### src/rtl/div_pkg.sv
// Shared types and helpers for the sequential approximate array divider.
// Holds the FSM state encoding, row-counter sizing and default row mask.
package div_pkg;

    typedef enum logic [1:0] {
        IDLE = 2'd0,
        BUSY = 2'd1,
        DONE = 2'd2
    } state_t;

    // Rows approximated by default: the two least significant quotient rows.
    localparam logic [7:0] DEF_APPROX_MASK = 8'b0000_0011;

    // Width of a counter that walks rows W-1 down to 0.
    function automatic int row_cnt_w(input int w);
        return (w <= 2) ? 1 : $clog2(w);
    endfunction

endpackage

### src/rtl/div_row_sub.sv
// One restoring-array row: W-column borrow chain subtracting y from x.
// Columns below APPROX_COLS switch to the approximate cell when approx is set.
module div_row_sub #(
    parameter int W           = 8,
    parameter int APPROX_COLS = W
) (
    input  logic [W-1:0] x,
    input  logic [W-1:0] y,
    input  logic         approx,
    output logic [W-1:0] diff,
    output logic         bout
);

    logic br;

    // Ripple the borrow from column 0 upward, picking the cell per column.
    always_comb begin
        diff = '0;
        br   = 1'b0;
        for (int c = 0; c < W; c++) begin
            if (approx && (c < APPROX_COLS)) begin
                diff[c] = y[c];
                br      = ~x[c] & ~br;
            end else begin
                diff[c] = x[c] ^ y[c] ^ br;
                br      = (~x[c] & y[c]) | (~(x[c] ^ y[c]) & br);
            end
        end
        bout = br;
    end

endmodule

### src/rtl/seq_approx_array_divider.sv
// Iterative restoring divider, one array row per clock, MSB row first.
// Optional macro DIV_ZERO_CHECK_EN short-circuits divide-by-zero to DONE.
module seq_approx_array_divider
    import div_pkg::*;
#(
    parameter int           W           = 8,
    parameter logic [W-1:0] APPROX_MASK = W'(DEF_APPROX_MASK),
    parameter int           APPROX_COLS = W
) (
    input  logic           clk,
    input  logic           rst_n,
    input  logic           in_valid,
    output logic           in_ready,
    input  logic [2*W-1:0] n,
    input  logic [W-1:0]   d,
    output logic           out_valid,
    input  logic           out_ready,
    output logic [W-1:0]   q,
    output logic [W-1:0]   r,
    output logic           ovf,
    output logic           dbz
);

    localparam int KW = row_cnt_w(W);

    state_t        state;
    logic [W-1:0]  dv;
    logic [W:0]    p;
    logic [W-2:0]  nlo;
    logic [KW-1:0] k;
    logic [KW-1:0] km1;
    logic          dbz_q;

    logic [W-1:0]  diff;
    logic          bout;
    logic          qbit;
    logic [W-1:0]  rem;
    logic          zero_div;

    div_row_sub #(
        .W          (W),
        .APPROX_COLS(APPROX_COLS)
    ) u_row (
        .x     (p[W-1:0]),
        .y     (dv),
        .approx(APPROX_MASK[k]),
        .diff  (diff),
        .bout  (bout)
    );

    // Resolve the current row's quotient bit and restored remainder.
    always_comb begin
        qbit = p[W] | ~bout;
        rem  = qbit ? diff : p[W-1:0];
        km1  = k - 1'b1;
    end

`ifdef DIV_ZERO_CHECK_EN
    assign zero_div = (d == '0);
`else
    assign zero_div = 1'b0;
`endif

    assign dbz = dbz_q;

    // Handshake FSM, row sequencing and all result registers.
    always_ff @(posedge clk or negedge rst_n) begin
        if (!rst_n) begin
            state     <= IDLE;
            in_ready  <= 1'b1;
            out_valid <= 1'b0;
            q         <= '0;
            r         <= '0;
            ovf       <= 1'b0;
            dbz_q     <= 1'b0;
            dv        <= '0;
            p         <= '0;
            nlo       <= '0;
            k         <= '0;
        end else begin
            case (state)
                IDLE: begin
                    if (in_valid && in_ready) begin
                        dv       <= d;
                        in_ready <= 1'b0;
                        if (zero_div) begin
                            q         <= '1;
                            r         <= n[W-1:0];
                            ovf       <= 1'b1;
                            dbz_q     <= 1'b1;
                            out_valid <= 1'b1;
                            state     <= DONE;
                        end else begin
                            p     <= n[2*W-1:W-1];
                            nlo   <= n[W-2:0];
                            k     <= KW'(W - 1);
                            q     <= '0;
                            ovf   <= (n[2*W-1:W] >= d);
                            dbz_q <= 1'b0;
                            state <= BUSY;
                        end
                    end
                end
                BUSY: begin
                    q[k] <= qbit;
                    if (k != '0) begin
                        p <= {rem, nlo[km1]};
                        k <= km1;
                    end else begin
                        r         <= rem;
                        out_valid <= 1'b1;
                        state     <= DONE;
                    end
                end
                DONE: begin
                    if (out_ready) begin
                        out_valid <= 1'b0;
                        in_ready  <= 1'b1;
                        state     <= IDLE;
                    end
                end
                default: begin
                    state     <= IDLE;
                    in_ready  <= 1'b1;
                    out_valid <= 1'b0;
                end
            endcase
        end
    end

endmodule
### config.mk
export PLATFORM = sky130hd
export DESIGN_NAME = seq_approx_array_divider
export DESIGN_NICKNAME = d
export VERILOG_FILES = /design/src/rtl/div_pkg.sv /design/src/rtl/div_row_sub.sv /design/src/rtl/seq_approx_array_divider.sv
export SDC_FILE = /design/constraint.sdc
export NUM_CORES = 1
export LEC_CHECK = 0
export ABC_AREA = 0
export CAP_MARGIN = 0
export CORE_ASPECT_RATIO = 0.8
export CORE_MARGIN = 8
export CORE_UTILIZATION = 55
export CTS_CLUSTER_SIZE = 10
export DETAILED_ROUTE_END_ITERATION = 10
export DONT_BUFFER_PORTS = 1
export GPL_TIMING_DRIVEN = 1
export HOLD_SLACK_MARGIN = 0.05
export PLACE_DENSITY = 0.67
export SLEW_MARGIN = 20
export SYNTH_ARGS = -nofsm -noshare
export SYNTH_HDL_FRONTEND = slang
export SYNTH_HIERARCHICAL = 1
export SYNTH_SLANG_ARGS = --single-unit
### constraint.sdc
create_clock -name clk -period 13.9 [get_ports clk]
set_input_delay 2.78 -clock clk [delete_from_list [all_inputs] [get_ports clk]]
set_output_delay 2.78 -clock clk [all_outputs]
set_load 0.01 [all_outputs]
==> results.py, run 1 <==
metrics = {
    "global_routing": {
        "grt_util_all_layers_pct": 16.7,
        "overflow": 0,
        "grt_pass1_vias": 2029,
        "busiest_layer": "met1",
        "met3_usage_pct": 4.79,
        "grt_first_pass_wirelength_um": 10000,
        "grt_max_degree": 49,
        "antenna_found_initial": 0,
        "grtUsageMet1_pct": 24.7,
        "use_met2_pct": 23.4,
    },
    "floorplan": {
        "initial_core_util_pct": 56.6,
        "placementRows": 23,
        "io-pin-count": 48,
        "fp.dieH_um": 79.9,
        "coreArea_sq_um": 4950,
        "fp.dieArea_sq_um": 7650,
        "die_w_um": 95.8,
    },
    "worst_setup_path": {
        "max_stage_delay_ps": 530,
        "critPathLaunchType": "flop",
        "cp.required_ps": 14070,
        "cp_slowest_cell": "dfrtp_1",
        "critPathKind": "reg2reg",
        "reg2reg_depth": 26,
        "arrival_ps": 6670,
        "endpoint_kind": "flop",
        "path_common_cell": "fa_1",
        "crit_fanout": 28,
    },
    "yosys": {
        "synth_cell_types": 47,
        "async_flop_share_pct": 100,
        "synth_area_leaders": "dfrtp_1, nand2_1, fa_1",
        "synth_edf_count": 0,
        "syn_inst": 298,
        "postSynthAreaPerCell_sq_um": 9.40,
        "synth_area_leader_cell": "dfrtp_1",
        "synth_area_sq_um": 2800,
        "synth.top_cell.area_share_pct": 42.0,
        "ys_seq_elements": 48,
        "synthFlopType": "dfrtp_1",
        "ys_seq_area_share_pct": 42.9,
        "yosysWarningCount": 6,
        "syn-num-nets": 344,
    },
    "detailed_routing": {
        "drt-pass1-iter-count": 4,
        "via_count": 1976,
        "drtIter0Drc": 71,
        "wirelength_um": 5990,
        "drtAntennaViolNets": 0,
        "wl_per_cell_um": 16.9,
        "drc": 0,
        "vias_per_cell": 5.58,
    },
    "final_layout": {
        "layout_commonest_cell": "nand2_1",
        "syn_to_final_growth_pct": 3.26,
        "fin_cells": 354,
        "multi_input_area_sq_um": 1420,
        "fin_area_sq_um": 2890,
        "final_cell_mix": "nand2_1, dfrtp_1, o21ai_0",
        "fillers": 456,
        "fin_nets": 337,
        "drive_above_1_share_pct": 10.6,
        "n_antenna_cell": 0,
        "seq_area_sq_um": 1200,
    },
    "place": {
        "pre_cts_ws_ps": 7450,
        "hpwlAfterDp_um": 4360,
        "gp_congestion": 0.814,
        "place_area_sq_um": 2810,
        "place_inst": 346,
        "port_buffers": 0,
    },
    "outcome": {
        "status": "complete, no violations",
    },
    "min_path": {
        "hold_path_class": "reg2reg",
        "hold_depth": 2,
    },
    "timing": {
        "setup_viol": 0,
        "rsz0062_at_grt": "false",
        "drv_slew": 0,
        "hold_viol": 0,
        "whs_ps": 482,
        "fmax_mhz": 154,
        "setup_slack_ps": 7410,
        "clock_skew_ps": 10.6,
        "max-slew-margin-rel_pct": 47.3,
        "period_needed_ps": 6490,
        "period_share_pct": 46.7,
        "tns_ps": 0,
        "worst_pin_slew_ps": 790,
    },
    "power": {
        "ir_drop_v": 0.0000778,
        "power_density_nw_per_um2": 77.8,
        "leakagePower_nw": 1.37,
    },
    "clocking": {
        "clk_path_buf_depth": 2,
        "cts_buffers": 5,
        "cts_root_buf": "clkbuf_8",
        "clk_latency_ps": 290,
        "holdBufCountCts": 0,
        "clk_transition_reported_paths_ps": 90,
        "tritoncts": "built",
        "htree_num_levels": 2,
        "post_cts.repair.setup_buffers": 0,
        "clock_sinks": 48,
        "cts_resized": 0,
    },
    "run": {
        "maxCapViolCount": 0,
    },
}
[Yosys cell counts, types with 3 or more instances]
cell type  number
mux2i_1        14
nand3_1         5
dfrtp_1        47
fa_1            7
clkbuf_1        5
nand2_1        60
o21ai_0        24
mux2_2         10
inv_1          22
a21oi_1        13
ha_1           11
nor3_1          3
o21ai_1         8
buf_2           9
nor2_1         18
nand2b_1        3
[flip-flops by register name (all words and copies together), names as in the netlist]
signal	cells
ovf	1
in_ready	1
nlo	7
state	2
r	8
p	9
k	3
out_valid	1
q	8
dv	8
[layout make-up]
cell class | count | area share [%]
Inverter | 23 | 2.98
Multi-Input combinational cell | 210 | 49.2
Timing Repair Buffer | 3 | 0.778
Clock inverter | 1 | 0.173
Clock buffer | 7 | 2.64
Sequential cell | 48 | 41.5
Tap cell | 62 | 2.68
[cell families (layout without fill, tap and decap cells)]
family | after synthesis | count (layout) | share of synthesized area (%)
AO/OA/AOI/OAI | 59 | 59 | 12.4
multiplexers | 29 | 29 | 11.7
flip-flops | 48 | 48 | 42.9
buffers and inverters | 40 | 34 | 6.29
other | 1 | 1 | 0.134
AND/OR/NAND/NOR | 102 | 102 | 16.4
adder cells (fa/ha/maj) | 18 | 18 | 9.91
XOR/XNOR | 1 | 1 | 0.313
[worst max-delay path: cells and delay by family, from the launching register on]
kind,cells,cell delay [ps]
DFF,1,530
muxes,6,1790
and+or+nand+nor,3,320
buffers and inverters,4,610
adders and majority gates,7,2400
AOI/OAI and AO/OA,6,700
[stage by stage]
stage | util [%] | power (mW)
global route | 58.5 | 0.235
CTS | 58.5 | 0.229
finish | 58.5 | 0.225
floorplan | - | 0.147
global placement | 56.8 | 0.148
detailed placement | 56.8 | 0.149
[layer usage]
metal | vias to the layer above | wire length, um
li1 | 980 | -
met1 | 940 | 2970
met2 | 54 | 2480
met3 | 2 | 508
met4 | 0 | 25
met5 | - | 0
[power by group]
group | internal [mW] | switching [mW]
registers | 0.140 | 0
clock network | 0.0354 | 0.0439
logic | 0.00263 | 0.00380
total | 0.178 | 0.0476
[final timing paths]
kind | slack [ps] | start | endpoint
max in group asynchronous | 11550 | rst_n | in_ready
worst max-delay path | 7410 | k[2] | p[5]
worst max register to register | 7410 | k[2] | p[5]
worst min-delay path | 480 | nlo[5] | nlo[5]
min in group asynchronous | 2170 | rst_n | k[2]
worst min register to register | 480 | nlo[5] | nlo[5]
No activity file was read; power rests on OpenSTA's default activity.
==> run 2: changes to the inputs <==
- clock period: 13.9 -> 6.4 ns (I/O delays scaled with it)
==> run 2 against run 1 <==
Clock-buffer cell count shrank 1. Clock power grew to 3.0 times the previous value. Maximum frequency grew 6.9%. Combinational power grew 120%. Via count grew 2.5%. Setup slack lost 7100 ps. Final area grew 2.0%. Non-clock buffer count grew 2. Power grew 150%. Critical path type unchanged. Largest cell class unchanged. Largest power group unchanged.
==> results.py, run 2 (synthesis results as in run 1) <==
metrics = {
    "detailed_routing": {
        "vias_per_cell": 5.69,
        "drtAntennaViolNets": 0,
        "via_count": 2025,
        "wl_per_cell_um": 16.9,
        "wirelength_um": 6030,
        "drc": 0,
        "drtIter0Drc": 95,
        "drt-pass1-iter-count": 5,
    },
    "clocking": {
        "htree_num_levels": 2,
        "clk_path_buf_depth": 2,
        "clk_latency_ps": 300,
        "holdBufCountCts": 0,
        "tritoncts": "built",
        "cts_buffers": 5,
        "cts_root_buf": "clkbuf_8",
        "clock_sinks": 48,
        "clk_transition_reported_paths_ps": 90,
    },
    "power": {
        "leakagePower_nw": 1.40,
        "net-switching-power_mw": 0.117,
        "pwr-share-clk_pct": 42.8,
        "netSwitchingFraction_pct": 21.2,
        "combPwrFrac_pct": 2.5,
        "ir_drop_v": 0.000132,
        "p_int_mw": 0.437,
        "seqPwrFrac_pct": 54.7,
        "power_density_nw_per_um2": 188,
    },
    "final_layout": {
        "layout_commonest_cell": "nand2_1",
        "largest-register": "p",
        "n_antenna_cell": 0,
        "drive_above_1_share_pct": 12.2,
        "fin_nets": 339,
        "utilization_pct": 59.6,
        "final_cell_mix": "nand2_1, dfrtp_1, o21ai_0",
        "fillers": 451,
        "syn_to_final_growth_pct": 5.31,
        "largest_register_ffs": 9,
    },
    "outcome": {
        "status": "complete, no violations",
    },
    "worst_setup_path": {
        "timing.rr.start": "k[1]",
        "setup.reg_to_reg.worst_slack_ps": 330,
        "path_cells": "nor2_1, mux2_2, fa_1, mux2_2, fa_1, mux2_2, fa_1, inv_1, o21ai_0, fa_1, mux2_4, fa_1, inv_1, o22ai_1, fa_1, o221ai_1, fa_1, nor2_1, a31oi_1, o21ai_1, nor2b_2, mux2i_1, o21ai_1, mux2_2",
        "max_stage_delay_ps": 470,
        "critPathLaunchType": "flop",
        "crit_fanout": 9,
        "worst-path-buf-inv": 2,
        "path_delay_family": "adder cells",
        "reg2reg_to": "p[2]",
        "cp.required_ps": 6600,
        "endpoint_kind": "flop",
        "critPathKind": "reg2reg",
        "cp_slowest_cell": "dfrtp_1",
        "reg2reg_depth": 24,
        "path_common_cell": "fa_1",
        "arrival_ps": 6270,
    },
    "global_routing": {
        "grt_util_all_layers_pct": 16.8,
        "grt_first_pass_wirelength_um": 10100,
        "grtUsageMet1_pct": 24.2,
        "antenna_found_initial": 0,
        "busiest_layer": "met1",
        "overflow": 0,
        "use_met2_pct": 23.5,
        "met3_usage_pct": 4.89,
        "grt_pass1_vias": 1993,
        "grt_max_degree": 49,
    },
    "timing": {
        "period_share_pct": 94.9,
        "period_needed_ps": 6070,
        "whs_ps": 483,
        "tns_ps": 0,
        "max-slew-margin-rel_pct": 44.7,
        "rsz0062_at_grt": "true",
        "clock_skew_ps": 7.86,
        "hold_viol": 0,
        "worst_pin_slew_ps": 828,
        "setup_viol": 0,
        "drv_slew": 0,
        "fmax_mhz": 165,
    },
    "floorplan": {
        "die_w_um": 95.8,
        "io-pin-count": 48,
        "placementRows": 23,
        "initial_core_util_pct": 56.6,
        "fp.dieH_um": 79.9,
        "fp.dieArea_sq_um": 7650,
        "coreArea_sq_um": 4950,
    },
    "place": {
        "port_buffers": 0,
        "gp_congestion": 0.834,
        "hpwlAfterDp_um": 4420,
    },
    "min_path": {
        "worstHoldEndpoint": "nlo[5]",
        "hold_path_class": "reg2reg",
        "min_from": "nlo[5]",
        "hold_depth": 2,
    },
    "run": {
        "maxCapViolCount": 0,
    },
}
-- run 2: cell types whose count changed in the layout (fill, tap and decap cells not counted) --
| cell | previous run | this run |
|---|---|---|
| nor2b_2 | 1 | 2 |
| bufinv_16 | 0 | 1 |
| nor2b_1 | 1 | 0 |
| buf_4 | 3 | 5 |
| clkbuf_8 | 5 | 6 |
| clkinv_4 | 0 | 1 |
| clkinv_2 | 1 | 0 |
| clkbuf_1 | 2 | 0 |
-- run 2: through the flow --
step | power (mW) | setup WS, ps | instance area [sq um] | std cells
after floorplan | 0.320 | 292 | 2800 | 298
after global placement | 0.322 | 404 | 2820 | 347
after detailed placement | 0.323 | 280 | 2820 | 347
after CTS | 0.560 | 256 | 2940 | 355
after global routing | 0.572 | -15.6 | 2950 | 356
final | 0.554 | 326 | 2950 | 356
-- run 2: timing repair --
action                     4_1_cts  5_1_grt
setup endpoints to repair        0        8
gates resized for setup          0        1
setup buffers                    0        1
-- run 2: per-layer routing --
layer | routed length, um | up-vias
met4 | 82 | 0
met1 | 2890 | 956
li1 | - | 993
met3 | 559 | 10
met5 | 0 | -
met2 | 2500 | 66
-- run 2: area by class of cell --
cell class	count	area, sq um	area share, %
multi-input cells	210	1430	48.3
repair buffers	5	37.5	1.27
flip-flops and latches	48	1200	40.7
clock inverters	2	38.8	1.31
inverters	23	86.3	2.92
well taps	62	77.6	2.63
clock buffers	6	82.6	2.80
-- run 2: worst max path at each step --
stage	from	end	slack, ps	cells past startpoint
detailed placement	k[1]	p[5]	280	24
global placement	k[1]	p[5]	400	24
CTS	k[1]	p[5]	260	24
finish	k[1]	p[2]	330	24
floorplan	k[2]	p[7]	290	28
global route	k[1]	p[5]	-20	24
-- run 2: worst reg2reg max path, delay by kind of cell (launching register included) --
kind | cells | cell delay (ps)
muxes | 6 | 1790
buffers and inverters | 2 | 120
AOI/OAI and AO/OA | 6 | 710
DFF | 1 | 470
adders and majority gates | 7 | 2400
and+or+nand+nor | 3 | 490
-- run 2: power by group through the flow --
stage / clock network [mW] / registers (mW) / logic [mW]
2_1_floorplan: 0 / 0.309 / 0.0110
3_3_place_gp: 0 / 0.309 / 0.0134
3_5_place_dp: 0 / 0.309 / 0.0139
4_1_cts: 0.243 / 0.303 / 0.0140
5_1_grt: 0.252 / 0.303 / 0.0165
6_report: 0.237 / 0.303 / 0.0139
==> run 3: changes to the inputs <==
- CELL_PAD_IN_SITES_DETAIL_PLACEMENT: not set -> 0
- CELL_PAD_IN_SITES_GLOBAL_PLACEMENT: not set -> 1
- CORE_UTILIZATION: 55 -> 48
- GPL_TIMING_DRIVEN: 1 -> not set
- MAX_ROUTING_LAYER: not set -> met4
- PLACE_DENSITY: 0.67 -> 0.76
==> run 3 against run 2 <==
Clock skew grew 0.68 ps. Register-to-register slack is essentially flat. Combinational power shrank 6%. Cell count grew 5.9%. Wire length grew 2.7%. Clock power is essentially flat. Largest power group unchanged. First-iteration DRC count grew 41%. Maximum frequency grew 0.17%. Highest routed layer unchanged. Power grew 0.45%. Critical endpoint is now p[5]. Final area grew 2.0%. Utilization shrank 7.6 points.
==> results.py, run 3 (synthesis results as in run 1) <==
metrics = {
    "detailed_routing": {
        "drt-pass1-iter-count": 4,
        "via_count": 2015,
        "wirelength_um": 6190,
        "drtAntennaViolNets": 0,
        "drc": 0,
        "vias_per_cell": 5.34,
        "drtIter0Drc": 134,
        "wl_per_cell_um": 16.4,
    },
    "power": {
        "p_total_mw": 0.557,
        "pwr-share-clk_pct": 43.2,
        "net-switching-power_mw": 0.110,
        "ir_drop_v": 0.0000798,
        "power_density_nw_per_um2": 185,
        "netSwitchingFraction_pct": 19.8,
        "seqPwrFrac_pct": 54.4,
        "p_int_mw": 0.447,
        "leakagePower_nw": 1.41,
        "combPwrFrac_pct": 2.4,
    },
    "global_routing": {
        "overflow": 0,
        "antenna_found_initial": 0,
        "grt_max_degree": 49,
        "grt_first_pass_wirelength_um": 10600,
        "grt_pass1_vias": 2011,
        "grt_util_all_layers_pct": 16.1,
    },
    "timing": {
        "period_share_pct": 94.8,
        "hold_viol": 0,
        "rsz0062_at_grt": "true",
        "drv_slew": 0,
        "setup_viol": 0,
        "clock_skew_ps": 8.54,
        "period_needed_ps": 6060,
        "fmax_mhz": 165,
        "whs_ps": 478,
        "worst_pin_slew_ps": 797,
        "max-slew-margin-rel_pct": 46.6,
    },
    "min_path": {
        "hold_path_class": "reg2reg",
        "min_from": "nlo[3]",
        "worstHoldEndpoint": "nlo[3]",
        "hold_depth": 2,
    },
    "clocking": {
        "clk_transition_reported_paths_ps": 90,
        "htree_num_levels": 2,
        "tritoncts": "built",
        "clock_sinks": 48,
        "holdBufCountCts": 0,
        "cts_root_buf": "clkbuf_8",
        "clk_latency_ps": 300,
        "clk_path_buf_depth": 2,
        "cts_buffers": 5,
    },
    "final_layout": {
        "fin_nets": 341,
        "drive_above_1_share_pct": 14.5,
        "n_antenna_cell": 0,
        "final_cell_mix": "nand2_1, dfrtp_1, o21ai_0",
        "fin_cells": 377,
        "largest-register": "p",
        "largest_register_ffs": 9,
        "layout_commonest_cell": "nand2_1",
        "syn_to_final_growth_pct": 7.46,
    },
    "floorplan": {
        "initial_core_util_pct": 48.4,
        "coreArea_sq_um": 5790,
        "placementRows": 25,
        "fp.dieH_um": 84.3,
        "fp.dieArea_sq_um": 8560,
        "io-pin-count": 48,
        "die_w_um": 101,
    },
    "worst_setup_path": {
        "crit_fanout": 10,
        "cp.required_ps": 6590,
        "critPathLaunch": "k[1]",
        "setup.reg_to_reg.worst_slack_ps": 340,
        "reg2reg_to": "p[5]",
        "critPathLaunchType": "flop",
        "critPathKind": "reg2reg",
        "endpoint_kind": "flop",
        "arrival_ps": 6250,
        "timing.rr.start": "k[1]",
        "reg2reg_depth": 24,
    },
    "outcome": {
        "status": "complete, no violations",
    },
    "place": {
        "gp_congestion": 0.817,
        "place_inst": 366,
        "hpwlAfterDp_um": 4530,
        "port_buffers": 0,
    },
    "run": {
        "maxCapViolCount": 0,
    },
}
[run 3: routing by layer]
metal  track usage [%]  vias to the layer above  part of all wire (%)
met5                 -                        -                     0
met4              4.05                        0                  0.86
met3              4.96                        6                   9.2
met2              19.5                       70                    36
met1              24.5                      942                    54
li1                  -                      997                     -
[run 3: metrics by stage]
stage | cell area [sq um] | setup WS, ps | TNS, ps | utilization, %
after global placement | 2840 | 389 | 0 | 49.1
after detailed placement | 2840 | 272 | 0 | 49.1
after CTS | 2970 | 231 | 0 | 51.3
final | 3010 | 336 | 0 | 52.0
after floorplan | 2800 | 292 | 0 | -
after global routing | 3010 | -16.8 | -21.4 | 52.0
[run 3: layout make-up]
type / count / area (sq um)
Fill cell: 579 / 2780
Clock buffer: 7 / 96.3
Multi-Input combinational cell: 210 / 1440
Clock inverter: 1 / 30.0
Inverter: 23 / 86.3
Tap cell: 81 / 101
Timing Repair Buffer: 7 / 52.6
Sequential cell: 48 / 1200
[run 3: critical path, cell delays in order, from the launching register on]
cell and delay, ps:
dfrtp_2 470, nor2_1 160, mux2_2 360, fa_1 350
mux2_2 280, fa_1 350, mux2_2 280, fa_1 360
inv_1 50, o21ai_0 90, fa_1 370, mux2_4 280
fa_1 360, inv_1 60, o22ai_1 80, fa_1 390
o221ai_1 240, fa_1 210, nor2_1 40, a31oi_1 130
o21ai_1 100, nor2b_2 280, mux2i_2 240, o21ai_0 110
mux2_1 320
[run 3: timing repair]
| action | CTS | global route |
|---|---|---|
| resized for setup | 0 | 6 |
| buffers inserted | 0 | 3 |
| endpoints found under the setup margin | 0 | 8 |
[run 3: power by group through the flow]
stage	Combinational (mW)	Sequential, mW	Clock [mW]
4_1_cts	0.0134	0.303	0.245
3_3_place_gp	0.0131	0.309	0
5_1_grt	0.0164	0.303	0.259
6_report	0.0131	0.303	0.240
3_5_place_dp	0.0133	0.309	0
2_1_floorplan	0.0110	0.309	0
[run 3: worst max-delay path by stage]
stage / slack (ps) / endpoint
3_3_place_gp: 390 / p[2]
3_5_place_dp: 270 / p[2]
5_1_grt: -20 / p[6]
6_report: 340 / p[5]
4_1_cts: 230 / p[2]
2_1_floorplan: 290 / p[7]
